## config.mk

```make
export PLATFORM = sky130hd
export DESIGN_NAME = fn_sw_core
export DESIGN_NICKNAME = d
export VERILOG_FILES = /design/src/rtl/fn_sw_core.sv
export SDC_FILE = /design/constraint.sdc
export NUM_CORES = 1
export LEC_CHECK = 0
export BUFFER_PORTS_ARGS = -buffer_cell sky130_fd_sc_hd__buf_2
export CAP_MARGIN = 20
export CORE_AREA = 2 2 39 41
export DETAILED_ROUTE_END_ITERATION = 6
export DIE_AREA = 0 0 41 43
export GPL_TIMING_DRIVEN = 0
export SLEW_MARGIN = 20
export SYNTH_ARGS = -nofsm -noshare
export SYNTH_HDL_FRONTEND = slang
export SYNTH_SLANG_ARGS = --single-unit
```

## constraint.sdc

```tcl
create_clock -name clk -period 1.1 [get_ports clk]
set_input_delay 0.055 -clock clk [delete_from_list [all_inputs] [get_ports clk]]
set_output_delay 0.055 -clock clk [all_outputs]
set_load 0.005 [all_outputs]
```

## src/rtl/fn_sw_core.sv

```systemverilog
// Function switch: y_comb = sel ? a^b : a&b now; y/zero/parity/out_valid one cycle later, no backpressure.
// FN_SW_STATS_EN adds saturating and_cnt/xor_cnt counters of accepted operations.
module fn_sw_core #(
  parameter int WIDTH = 1,
  parameter int CNT_W = 16
) (
  input  logic             clk,
  input  logic             rst,
  input  logic             in_valid,
  input  logic [WIDTH-1:0] a,
  input  logic [WIDTH-1:0] b,
  input  logic             sel,
  output logic [WIDTH-1:0] y_comb,
  output logic [WIDTH-1:0] y,
  output logic             out_valid,
  output logic             zero,
  output logic             parity
`ifdef FN_SW_STATS_EN
  ,
  output logic [CNT_W-1:0] and_cnt,
  output logic [CNT_W-1:0] xor_cnt
`endif
);

  logic [WIDTH-1:0] y_q, y_d;
  logic             out_valid_q, out_valid_d;
  logic             zero_q, zero_d;
  logic             parity_q, parity_d;

  assign y_comb = sel ? (a ^ b) : (a & b);

  // Result flags hold between operations; only out_valid drops when idle.
  always_comb begin
    y_d         = y_q;
    zero_d      = zero_q;
    parity_d    = parity_q;
    out_valid_d = 1'b0;
    if (in_valid) begin
      y_d         = y_comb;
      zero_d      = (y_comb == '0);
      parity_d    = ^y_comb;
      out_valid_d = 1'b1;
    end
  end

  always_ff @(posedge clk) begin
    if (rst) begin
      y_q         <= '0;
      zero_q      <= 1'b1;
      parity_q    <= 1'b0;
      out_valid_q <= 1'b0;
    end else begin
      y_q         <= y_d;
      zero_q      <= zero_d;
      parity_q    <= parity_d;
      out_valid_q <= out_valid_d;
    end
  end

  assign y         = y_q;
  assign zero      = zero_q;
  assign parity    = parity_q;
  assign out_valid = out_valid_q;

`ifdef FN_SW_STATS_EN
  logic [CNT_W-1:0] and_cnt_q, and_cnt_d;
  logic [CNT_W-1:0] xor_cnt_q, xor_cnt_d;

  // sel is only looked at under in_valid so idle garbage never counts.
  always_comb begin
    and_cnt_d = and_cnt_q;
    xor_cnt_d = xor_cnt_q;
    if (in_valid) begin
      if (sel) begin
        if (xor_cnt_q != '1) xor_cnt_d = xor_cnt_q + CNT_W'(1);
      end else begin
        if (and_cnt_q != '1) and_cnt_d = and_cnt_q + CNT_W'(1);
      end
    end
  end

  always_ff @(posedge clk) begin
    if (rst) begin
      and_cnt_q <= '0;
      xor_cnt_q <= '0;
    end else begin
      and_cnt_q <= and_cnt_d;
      xor_cnt_q <= xor_cnt_d;
    end
  end

  assign and_cnt = and_cnt_q;
  assign xor_cnt = xor_cnt_q;
`endif

endmodule

```

Word level (Yosys, flattened, before mapping). Index checks and enable logic that the tools add are counted.

Muxes and demuxes: 2. Bitwise gates (word level): 3.

Operators by type and width (number): 2-to-1 mux 1 bit (2); AND 1 bit (1); inverter 1 bit (1); bitwise XOR 1 bit (1).

Register bits after elaboration: 3. Input port bits: 6. Output and inout bits: 5. Word-level logic and storage cells: 8.

Logic depth before layout (Yosys ltp).
Word-level depth: 3. Mapped depth: 3. Gate-level depth less buffers: 3.

Least setup slack after synthesis. No wires, ideal clock.

Kind: input-to-reg. Start: in a. End: reg parity_q, in the netlist parity. Setup time: 0.115 ns. Arrival: 0.761 ns. Data required time: 0.985 ns. Slack: 0.225 ns. Stages on the path: 3. Buffers on the path: 0. Path through: ha_1 -> mux2_4 -> o21a_1.

Word-level cells in the longest chain between the ends: 2. Elaborated cells on any way between the ends: 3. Classes of those cells: mux (1); bitwise (2).

RTL lines: start, declared (RTL line 10) `input logic [WIDTH-1:0] a,`; AND 1 bit / bitwise XOR 1 bit (equally long branches) (RTL line 30) `assign y_comb = sel ? (a ^ b) : (a & b);`; 2-to-1 mux 1 bit * (RTL line 30); net y_comb (RTL line 13) `output logic [WIDTH-1:0] y_comb,`; end signal, assigned (RTL line 55) `parity_q <= parity_d;`; end, declared (RTL line 28) `logic parity_q, parity_d;`.

The timed path passes the listed nets; every way through them passes the cells marked *. A chain may end at the register's enable or synchronous reset.

Final worst setup path.
Start: in a. End: out y_comb.

Word-level cells in the longest chain between the ends: 2. Elaborated cells on any way between the ends: 3. Classes of those cells: mux (1); bitwise (2).

RTL lines (RTL line): AND 1 bit / bitwise XOR 1 bit (equally long branches) (30); 2-to-1 mux 1 bit * (30); end, declared (13).

Every way passes the cells marked *; elsewhere a longest branch is shown, timed or not.

==> run metrics <==
CTS resizes=0; # port buffers=10; TritonCTS Sinks=3; Area Overhead vs Synth=61.1%; Global Route Usage Sum=about 4.5%; Final Hold Fails=0; initial antenna violation count=0; Post-Place Worst Slack=0.0749 ns; Register Area=roughly 60 sq um; fin. max-slew vios=0; crit start category=primary input; Avg Vias per Cell=approximately 3.3; n_diodes=0; Max VDD drop=about 0.33 mV; Crit Path Category=primary input to output port; Synth area leader=dfxtp_1; Die Height=roughly 43 um; Clock transition at path regs=0.03 ns; Remaining DRCs=0; Die ar.=1760 sq um; H-tree levels=1; flops & latches, synth=3; Mean Syn Cell Area=roughly 11 sq um; Rows=14; most frequent cells in the layout=buf_2 (10), clkbuf_4 (3), dfxtp_1 (3), ha_1 (2); Rel. slew slack=roughly nine tenths; # Max-Cap Violations=0; total grt overflow=0; via count=146; status=finished, final reports clean; Non-Filler Instances=between 40 and 50; ANT nets after route=0; Arr. time, crit path=~0.86 ns; fmax=1090 MHz; share of cells above drive strength 1=~57%; Yosys top cell area share=38.1%; Cells after Synth=14; CP endpoint kind=output port; minimum clock period=slightly above 0.9 ns; PD cells=1470 nW/um^2; slew at the pin with the worst max-slew slack=between 0.1 and 0.15 ns; io pins=11; crit path max fanout=2; synth unique cells=11; largest net degree at the start of global routing=5; worst skew pair latency=0.23 ns; Multi-input gate area=roughly 86 sq um; Inserted Clock Buffers=3; WP data required=between 1 and 1.5 ns; placed cells=40; clock root cell=clkbuf_4; Filler cells=~160; Mapped Nets=22; worst setup margin=0.184 ns; GPL Wtd Cong=roughly 0.50; Area contributors post-synth=dfxtp_1 (38%), ha_1 (16%), mux2_4 (9.5%), mux2i_1 (6.3%), o21ba_2 (6.3%); final period utilization=roughly 83%; starting DRC count in detailed routing=0; cts-stage hold buffer count=0; drt wl/cell=between 7 and 8 um; vias in the first global route=between 100 and 150; RSZ-0062 raised after global routing=false; Setup Fix Bufs, Post-CTS=0; total negative slack=0 ns; chip width=41 um; core area=approximately 1400 sq um; Yosys Warn Count=0; Routed WL=around 330 um; Leakage=around 0.00013 uW; NumNets Final=37; commonest non-fill, non-tap cell in the layout=buf_2; CTS tree=yes; total power=around 370 uW; Initial Util=between 10% and 20%; DRT Pass-1 Iters=1; Clock Skew=0 ns; register area share after synthesis=about two fifths; first-pass GRT wire length=between 400 and 500 um; Mapped Area=between 150 and 200 sq um; endpoints failing setup=0; hold crit path type=primary input to flip-flop; clock tree buffer depth=2
-- state kept, by name, indices dropped and copies added (netlist names) --
name       flops
out_valid      1
zero           1
parity         1
-- per-layer routing --
| metal | share of wire, % | vias to the layer above | routed length, um | global-route usage [%] |
|---|---|---|---|---|
| li1 | - | 75 | - | - |
| met1 | 44 | 61 | 144 | 4.13 |
| met2 | 41 | 10 | 136 | 6.25 |
| met3 | 14 | 0 | 47 | 4.71 |
| met4 | 0 | 0 | 0 | 2.00 |
| met5 | 0 | - | 0 | 0 |
-- Yosys cell counts --
cell type	number
dfxtp_1	3
ha_1	2
a211o_1	1
buf_4	1
inv_1	1
mux2_4	1
mux2i_1	1
nor2_1	1
nor2b_1	1
o21a_1	1
o21ba_2	1
-- power by group --
group / internal [uW] / switching, uW / total (uW) / leakage (uW)
Clock: 136 / 56.4 / 192 / 0.0000150
Sequential: 117 / 3.16 / 120 / 0.0000250
Combinational: 36.1 / 23.6 / 59.7 / 0.0000944
-- final cells by class --
cell class	instances	share of cell area [%]
timing repair buffer	10	19.7
clock buffer	4	10.3
sequential	3	23.6
buffer	1	2.96
inverter	1	1.48
tap	16	7.88
multi-input combinational	9	34.0
-- through the flow --
stage / instance area, sq um / utilization [%] / hold WS (ns)
floorplan: 158 / - / 0.122
global placement: 228 / 16.5 / 0.242
detailed placement: 228 / 16.5 / 0.252
CTS: 254 / 18.4 / 0.0111
global route: 254 / 18.4 / 0.0190
finish: 254 / 18.4 / 0.0170
-- path summary, 6_finish.rpt --
kind,start,to,slack (ns),cells past startpoint
hold / removal,rst,out_valid,0.02,2
setup / recovery,a,y_comb,0.18,4
hold reg to reg,zero,zero,0.56,2
setup reg to reg,zero,zero,0.33,2
-- kinds of logic (layout without fill, tap and decap cells) --
group	Yosys count	count (layout)	synth area share [%]
compound gates	3	3	16.7
flops	3	3	38.1
mux	2	2	15.9
simple gates	2	2	6.35
fa+ha+maj	2	2	15.9
buf+inv	2	16	7.14
-- worst max-delay path, cell delays in order --
cell    delay [ns]
buf_2         0.11
ha_1          0.30
mux2_4        0.27
buf_2         0.13
Note: power is estimated with default switching activity, not from simulation.
